--- src/rtl/multi_channel_prescale_counter_if.sv ---
// Bus bundle for multi_channel_prescale_counter: select, enable, divide
// ratios, clears in; counts, ticks, overflow flags out.
//   Slt   channel select          En    count enable
//   Div   per-channel ratios      Clr   per-channel clear
//   Count per-channel counters    Tick  terminal pulses
//   Ovf   sticky overflow flags
interface multi_channel_prescale_counter_if #(
    parameter int CHANNELS   = 2,
    parameter int SEL_W      = 1,
    parameter int PRESCALE_W = 3,
    parameter int CNT_W      = 64
);
    logic [SEL_W-1:0]               Slt;
    logic                           En;
    logic [CHANNELS*PRESCALE_W-1:0] Div;
    logic [CHANNELS-1:0]            Clr;
    logic [CHANNELS*CNT_W-1:0]      Count;
    logic [CHANNELS-1:0]            Tick;
    logic [CHANNELS-1:0]            Ovf;

    modport master (
        output Slt, En, Div, Clr,
        input  Count, Tick, Ovf
    );

    modport slave (
        input  Slt, En, Div, Clr,
        output Count, Tick, Ovf
    );
endinterface

--- src/rtl/multi_channel_prescale_counter.sv ---
// N-channel prescaled event counter: the selected, enabled channel advances
// its prescaler; every D-th hit bumps its wide counter and pulses Tick.
//   Clk   system clock (rising edge)
//   Reset asynchronous active-high reset
//   bus   slave side of multi_channel_prescale_counter_if
module multi_channel_prescale_counter #(
    parameter int CHANNELS   = 2,
    parameter int SEL_W      = 1,
    parameter int PRESCALE_W = 3,
    parameter int CNT_W      = 64,
    parameter int WRAP       = 1
) (
    input logic Clk,
    input logic Reset,
    multi_channel_prescale_counter_if.slave bus
);
    localparam logic [CNT_W-1:0] ONES = '1;

    logic [CHANNELS*CNT_W-1:0] count_w;
    logic [CHANNELS-1:0]       tick_w;
    logic [CHANNELS-1:0]       ovf_w;

    for (genvar i = 0; i < CHANNELS; i++) begin : g_ch
        logic [PRESCALE_W-1:0] pre_q;
        logic [CNT_W-1:0]      cnt_q;
        logic                  tick_q;
        logic                  ovf_q;

        logic [PRESCALE_W-1:0] div_i;
        logic [PRESCALE_W-1:0] last;
        logic [CNT_W-1:0]      cnt_inc;
        logic                  hit;
        logic                  term;

        assign div_i   = bus.Div[i*PRESCALE_W +: PRESCALE_W];
        // Ratio 0 behaves as 1, so the last prescaler value is 0 either way.
        assign last    = (div_i == '0) ? '0 : div_i - PRESCALE_W'(1);
        assign cnt_inc = cnt_q + CNT_W'(1);
        assign hit     = bus.En && (bus.Slt == SEL_W'(i));
        // ">=" so a ratio lowered below the current prescaler ends at once.
        assign term    = hit && (pre_q >= last);

        always_ff @(posedge Clk or posedge Reset) begin
            if (Reset) begin
                pre_q  <= '0;
                cnt_q  <= '0;
                tick_q <= 1'b0;
                ovf_q  <= 1'b0;
            end else if (bus.Clr[i]) begin
                pre_q  <= '0;
                cnt_q  <= '0;
                tick_q <= 1'b0;
                ovf_q  <= 1'b0;
            end else if (term) begin
                pre_q  <= '0;
                tick_q <= 1'b1;
                if (cnt_q == ONES) begin
                    if (WRAP != 0) begin
                        cnt_q <= '0;
                        ovf_q <= 1'b1;
                    end
                end else begin
                    cnt_q <= cnt_inc;
                    // Saturating mode flags the edge that first reaches max.
                    if (WRAP == 0 && cnt_inc == ONES) begin
                        ovf_q <= 1'b1;
                    end
                end
            end else if (hit) begin
                pre_q  <= pre_q + PRESCALE_W'(1);
                tick_q <= 1'b0;
            end else begin
                tick_q <= 1'b0;
            end
        end

        assign count_w[i*CNT_W +: CNT_W] = cnt_q;
        assign tick_w[i]                 = tick_q;
        assign ovf_w[i]                  = ovf_q;
    end

    assign bus.Count = count_w;
    assign bus.Tick  = tick_w;
    assign bus.Ovf   = ovf_w;
endmodule

--- src/flat_wrapper.sv ---
// flat-port wrapper written by rule: the top's interface ports become plain ports
module multi_channel_prescale_counter_flat 
#(
    parameter int CHANNELS   = 2,
    parameter int SEL_W      = 1,
    parameter int PRESCALE_W = 3,
    parameter int CNT_W      = 64,
    parameter int WRAP       = 1
)
  (Clk, Reset, bus_Slt, bus_En, bus_Div, bus_Clr, bus_Count, bus_Tick, bus_Ovf);
  multi_channel_prescale_counter_if #(.CHANNELS(CHANNELS), .SEL_W(SEL_W), .PRESCALE_W(PRESCALE_W), .CNT_W(CNT_W)) bus_i ();
  input logic Clk;
  input logic Reset;
  input wire logic [$bits(bus_i.Slt)-1:0] bus_Slt;
  input wire logic [$bits(bus_i.En)-1:0] bus_En;
  input wire logic [$bits(bus_i.Div)-1:0] bus_Div;
  input wire logic [$bits(bus_i.Clr)-1:0] bus_Clr;
  output wire logic [$bits(bus_i.Count)-1:0] bus_Count;
  output wire logic [$bits(bus_i.Tick)-1:0] bus_Tick;
  output wire logic [$bits(bus_i.Ovf)-1:0] bus_Ovf;
  assign bus_i.Slt = bus_Slt;
  assign bus_i.En = bus_En;
  assign bus_i.Div = bus_Div;
  assign bus_i.Clr = bus_Clr;
  assign bus_Count = bus_i.Count;
  assign bus_Tick = bus_i.Tick;
  assign bus_Ovf = bus_i.Ovf;
  multi_channel_prescale_counter #(.CHANNELS(CHANNELS), .SEL_W(SEL_W), .PRESCALE_W(PRESCALE_W), .CNT_W(CNT_W), .WRAP(WRAP)) u_core (.Clk(Clk), .Reset(Reset), .bus(bus_i));
endmodule
--- config.mk ---
export PLATFORM = sky130hd
export DESIGN_NAME = multi_channel_prescale_counter_flat
export DESIGN_NICKNAME = d
export VERILOG_FILES = /design/src/rtl/multi_channel_prescale_counter_if.sv /design/src/rtl/multi_channel_prescale_counter.sv /design/src/flat_wrapper.sv
export SDC_FILE = /design/constraint.sdc
export NUM_CORES = 1
export LEC_CHECK = 0
export BUFFER_PORTS_ARGS = -buffer_cell sky130_fd_sc_hd__buf_2
export CAP_MARGIN = 20
export CORE_AREA = 2 2 129 131
export CTS_CLUSTER_DIAMETER = 120
export CTS_CLUSTER_SIZE = 14
export DETAILED_ROUTE_END_ITERATION = 7
export DIE_AREA = 0 0 131 133
export PLACE_DENSITY = 0.82
export SETUP_SLACK_MARGIN = 0.3
export SYNTH_ARGS = -nofsm -noshare
export SYNTH_HDL_FRONTEND = slang
export SYNTH_SLANG_ARGS = --single-unit
--- constraint.sdc ---
create_clock -name Clk -period 4.15 [get_ports Clk]
set_clock_uncertainty 0.1 [all_clocks]
set_input_delay 0.415 -clock Clk [delete_from_list [all_inputs] [get_ports Clk]]
set_output_delay 0.415 -clock Clk [all_outputs]
set_load 0.01 [all_outputs]
=== Yosys cells after proc, flatten, opt, wreduce, memory -nomap -nowiden ===
Cells that the tools add are included.

* Register bits: 138
* Input bits: 12
* Output and inout bits: 132
* Word-level logic and storage cells: 57

* Add/sub/neg operators: 6
* Order comparisons: 2
* Eq/ne operators: 2
* Mux-type cells: 24
* Bitwise gates (word level): 1
* Reduce and logical (&&, ||, !) cells: 14

{| class="wikitable"
|+ Operators with widths
! operator !! number
|-
| $mux W64 || 6
|-
| $add A64 B1 Y64 const B || 2
|-
| $eq A64 B64 Y1 const B || 2
|-
| $mux W3 || 8
|-
| $mux W1 || 10
|-
| $reduce_bool A2 Y1 || 4
|-
| $add A3 B1 Y3 const B || 2
|-
| $ge A3 B3 Y1 || 2
|-
| $logic_not A3 Y1 || 2
|-
| $reduce_bool A3 Y1 || 2
|-
| $sub A3 B1 Y3 const B || 2
|-
| $logic_and A1 B1 Y1 || 4
|-
| $reduce_and A2 Y1 || 2
|-
| $not A1 Y1 || 1
|}

=== Longest topological paths before layout ===
* Depth after elaboration: 6
* Depth in mapped cells: 13
* Mapped depth without buffers: 12

=== Least setup slack after synthesis ===
No wires, ideal clock.

* Kind: input-to-reg
* From: input port bus_Div[1]
* To: register u_core.g_ch[0].cnt_q[35]
* Setup time: 0.069 ns
* Arrival time: 2.983 ns
* Required time: 3.981 ns
* Slack: 0.998 ns
* Stages: 13
* Buffers on the path: 3
* Cell sequence: or2_2 inv_1 ha_1 nor2_1 ha_1 nand2b_1 a2111oi_0 or2_2 clkbuf_1 clkbuf_1 clkbuf_1 nand2_1 nand3_1

* Longest elaborated chain between the ends: 5
* Elaborated cells on any way between the ends: 6
* Classes of those cells: add/sub (1); order compare (1); mux (1); reduce/logical (3)

{| class="wikitable"
|+ RTL lines
! item !! line !! text
|-
| from (decl) || flat_wrapper.sv:16 || <nowiki>input wire logic [$bits(bus_i.Div)-1:0] bus_Div;</nowiki>
|-
| $sub A3 B1 Y3 / $logic_not A3 Y1 (equally long branches) || multi_channel_prescale_counter.sv:37 || <nowiki>assign last = (div_i == '0) ? '0 : div_i - PRESCALE_W'(1);</nowiki>
|-
| $mux W3 * || multi_channel_prescale_counter.sv:37 ||
|-
| $ge A3 B3 Y1 * || multi_channel_prescale_counter.sv:41 || <nowiki>assign term = hit && (pre_q >= last);</nowiki>
|-
| $logic_and A1 B1 Y1 * || multi_channel_prescale_counter.sv:41 ||
|-
| $reduce_bool A2 Y1 (no line) * || - ||
|-
| to (signal assigned) || multi_channel_prescale_counter.sv:63 || <nowiki>cnt_q <= cnt_inc;</nowiki>
|-
| to (decl) || multi_channel_prescale_counter.sv:25 || <nowiki>logic [CNT_W-1:0] cnt_q;</nowiki>
|}

Mark *: on every way between the ends. The rest lies on a longest branch, timed or not.
A chain may end at the register's enable or synchronous reset.

=== Worst setup path after layout ===
* From: register u_core.g_ch[0].cnt_q[26]
* To: register u_core.g_ch[0].cnt_q[32]

* Longest elaborated chain between the ends: 4
* Elaborated cells on any way between the ends: 5
* Classes of those cells: add/sub (1); eq/ne (1); mux (3)

{| class="wikitable"
|+ RTL lines
! item !! line !! text
|-
| $add A64 B1 Y64 / $eq A64 B64 Y1 (equally long branches) || multi_channel_prescale_counter.sv:38, multi_channel_prescale_counter.sv:57 ||
|-
| $mux W64 * || multi_channel_prescale_counter.sv:57 || <nowiki>if (cnt_q == ONES) begin</nowiki>
|-
| $mux W64 * || multi_channel_prescale_counter.sv:54 || <nowiki>end else if (term) begin</nowiki>
|-
| $mux W64 * || multi_channel_prescale_counter.sv:49 || <nowiki>end else if (bus.Clr[i]) begin</nowiki>
|}

Mark *: on every way between the ends. The rest lies on a longest branch, timed or not. The select of a mux whose other input is x is not followed.

==> results.tsv <==
metric	value	unit
IO buf count	143	
sequential share of the synthesized area	42.9	%
Final GP Congestion	0.943	
number of routed nets with antenna violations	0	
multi-input logic area	4240	um2
Mapped Cells	918	
CTS Sinks	138	
Critical Path Source Type	register	
Peak VDD IR	0.298	mV
Critical R2R Capture	u_core.g_ch[0].cnt_q[32]	
final hold vios	0	
DRC violation count after routing	0	
via/cell ratio	6.04	
Skew-Pair Late Insertion Delay	430	ps
drt first pass iters	5	
combinational family with the most area after synthesis	simple AND/OR/NAND/NOR gates	
Slew headroom	24.2	%
Post-CTS Setup Inserts	0	
largest net degree at the start of global routing	70	
Final Critical Period	3370	ps
CTS Buf Count	17	
CTS H-tree lvls	4	
Async SR Flop Fraction	100	%
post-CTS sizing	0	
first-pass GRT wire length	35.5	mm
top_reg_cell synth	dfrtp_1	
root buffer selected by CTS	clkbuf_16	
Final Max Tran Viols	0	
Synth Area per Inst	8.76	um2
endpoints failing setup	0	
WHS	34.4	ps
Worst Hold Class	input pin to asynchronous set/reset pin	
worst r2r src	u_core.g_ch[0].cnt_q[26]	
detailed placer's ending HPWL	15.3	mm
Critical Path Start	u_core.g_ch[0].cnt_q[26]	
Synth area leader	dfrtp_1	
fill count	1376	
setup_tns	0	ps
Synth top area share	42.9	%
Worst EP required	4340	ps
fmax	296	MHz
GRT Residual Overflow	0	
Synth-to-Final Area Change	18.0	%
First DRT Iteration DRCs	902	
row count	47	
synth unique cells	58	
Mapped Area	8040	um2
CTS Buffer Depth	2	
Mapped Nets	944	
Total GRT Usage	25.4	%
Synth Area in Adders	2.18	%
Die H	133	um
R2R depth	7	
WL/cell	17.2	um
layout cell share with drive strength beyond 1	19.8	%
LEAKAGE	4.16	nW
die area	17400	um2
total wire length after detailed routing	22.1	mm
vias	7737	
initial antenna violation count	0	
RSZ-0062 raised after global routing	no	
CP endpoint kind	register	
post-synthesis mux area share	0.638	%
number of synthesized register bits	138	
Tightest Pin Transition	1130	ps
# hold bufs at CTS	0	
Crit Path Max Fanout	19	
Die X	131	um
Critical Setup Path Class	register to register	
max cap viols	0	
synth top area cells	dfrtp_1 (43%), nor2_1 (5.4%), xnor2_1 (5.2%)	
EDFF count, synth	0	
fin nets	1074	
crit path DAT	3560	ps
Worst Setup EP	u_core.g_ch[0].cnt_q[32]	
Initial Utilization	49.7	%
Core ar.	16200	um2
status	complete, no violations	
register area	3450	um2
R2R setup slack	780	ps
I/O Pins	144	
Synth Area in XOR/XNOR	8.17	%
Ys Warns	0	
TritonCTS clock tree	done	
Post-Synth Simple-Gate Area	33.1	%
final period utilization	81.3	%
vias in the first global route	7145	
Compound-Gate Fraction of Synth Area	8.54	%
clock transition at the registers of the reported paths	60	ps
# diodes	0	
pwr dens	324	nW/um2
## kinds of logic after synthesis
family / Yosys count
adders and majority gates: 14
AOI/OAI and AO/OA: 107
buffers and inverters: 72
DFF: 138
and+or+nand+nor: 507
xor gates and xnor gates: 75
muxes: 5
## worst max-delay path, stage by stage (launching register included)
cell and delay [ps]:
dfrtp_1 530, nand4_1 230, or3_1 570, or4_1 730, o21ai_4 530, buf_4 310, or2_2 160, o31ai_1 70
## flip-flops by register name (all words and copies together) (netlist names)
name	flops
u_core.g_ch.cnt_q	128
u_core.g_ch.pre_q	6
u_core.g_ch.ovf_q	2
u_core.g_ch.tick_q	2
## Yosys cell counts, types with 14 or more instances
master / n
a21oi_1: 26
and3_1: 16
and4_1: 14
clkbuf_1: 20
dfrtp_1: 138
ha_1: 14
inv_1: 29
nand2_1: 90
nand3_1: 67
nand4_1: 61
nor2_1: 116
nor3_1: 35
nor4_1: 22
o21ai_0: 27
or3_1: 26
or4_1: 14
xnor2_1: 48
xor2_1: 27
## per-layer routing
layer	up-vias	global-route usage, %	part of all wire (%)
li1	3563	-	-
met4	0	10.0	2.6
met3	66	5.58	10
met5	-	0	0
met1	3649	33.6	40
met2	459	40.4	47
## worst min-delay path by stage
stage	start	endpoint	slack (ps)	cells past startpoint
3_3_place_gp	u_core.g_ch[1].ovf_q	u_core.g_ch[1].ovf_q	380	2
6_report	Reset	u_core.g_ch[1].pre_q[1]	30	2
2_1_floorplan	u_core.g_ch[0].ovf_q	u_core.g_ch[0].ovf_q	350	1
4_1_cts	Reset	u_core.g_ch[1].pre_q[1]	60	2
3_5_place_dp	u_core.g_ch[1].ovf_q	u_core.g_ch[1].ovf_q	390	2
5_1_grt	Reset	u_core.g_ch[1].cnt_q[22]	90	2
## cell usage in the layout (no fill, tap or decap), types with 4 or more instances in the layout
master / Yosys / final
nor2b_1: 4 / 4
mux2i_1: 4 / 4
nor3b_1: 6 / 6
nor3_1: 35 / 35
o211ai_1: 4 / 4
and3_1: 16 / 16
nor4_1: 22 / 22
and4_1: 14 / 14
a21oi_1: 26 / 25
nand2b_1: 4 / 4
or2_2: 9 / 9
and2_1: 9 / 9
xnor2_1: 48 / 48
or3_1: 26 / 26
xor2_1: 27 / 27
clkbuf_16: 0 / 17
inv_1: 29 / 28
buf_2: 9 / 143
ha_1: 14 / 14
nand2_1: 90 / 90
inv_6: 0 / 4
buf_4: 7 / 9
clkinvlp_4: 0 / 6
nor4_2: 4 / 4
nor2_1: 116 / 116
o21ai_0: 27 / 27
nand4_1: 61 / 61
nand3_1: 67 / 67
o21ai_1: 5 / 5
a21o_1: 7 / 6
or4_1: 14 / 14
dfrtp_1: 138 / 138
o31ai_1: 9 / 9
## per-stage QoR
| step | area (um2) | instances | total power, mW | utilization [%] | worst slack (ps) |
|---|---|---|---|---|---|
| 4_1_cts | 9490 | 1280 | 3.09 | 58.7 | 845 |
| 2_1_floorplan | 8050 | 918 | 1.52 | - | 998 |
| 3_3_place_gp | 8900 | 1249 | 1.58 | 55.1 | 778 |
| 6_report | 9490 | 1280 | 3.07 | 58.7 | 776 |
| 5_1_grt | 9490 | 1280 | 3.18 | 58.7 | 606 |
| 3_5_place_dp | 8900 | 1249 | 1.58 | 55.1 | 737 |
## final cells by class
cell class,instances,area share [%]
Multi-Input combinational cell,708,44.7
Sequential cell,138,36.4
Timing Repair Buffer,154,8.68
Clock buffer,18,4.63
Tap cell,220,2.90
Clock inverter,13,1.50
Inverter,29,1.19
## report_power, final
part	leakage [nW]	internal [mW]	total, mW	switching, mW
sequential	1.93	1.36	1.37	0.0171
clock	0.272	0.901	1.51	0.613
combinational	1.97	0.0553	0.187	0.131
Power figures use the tool's default switching activity.
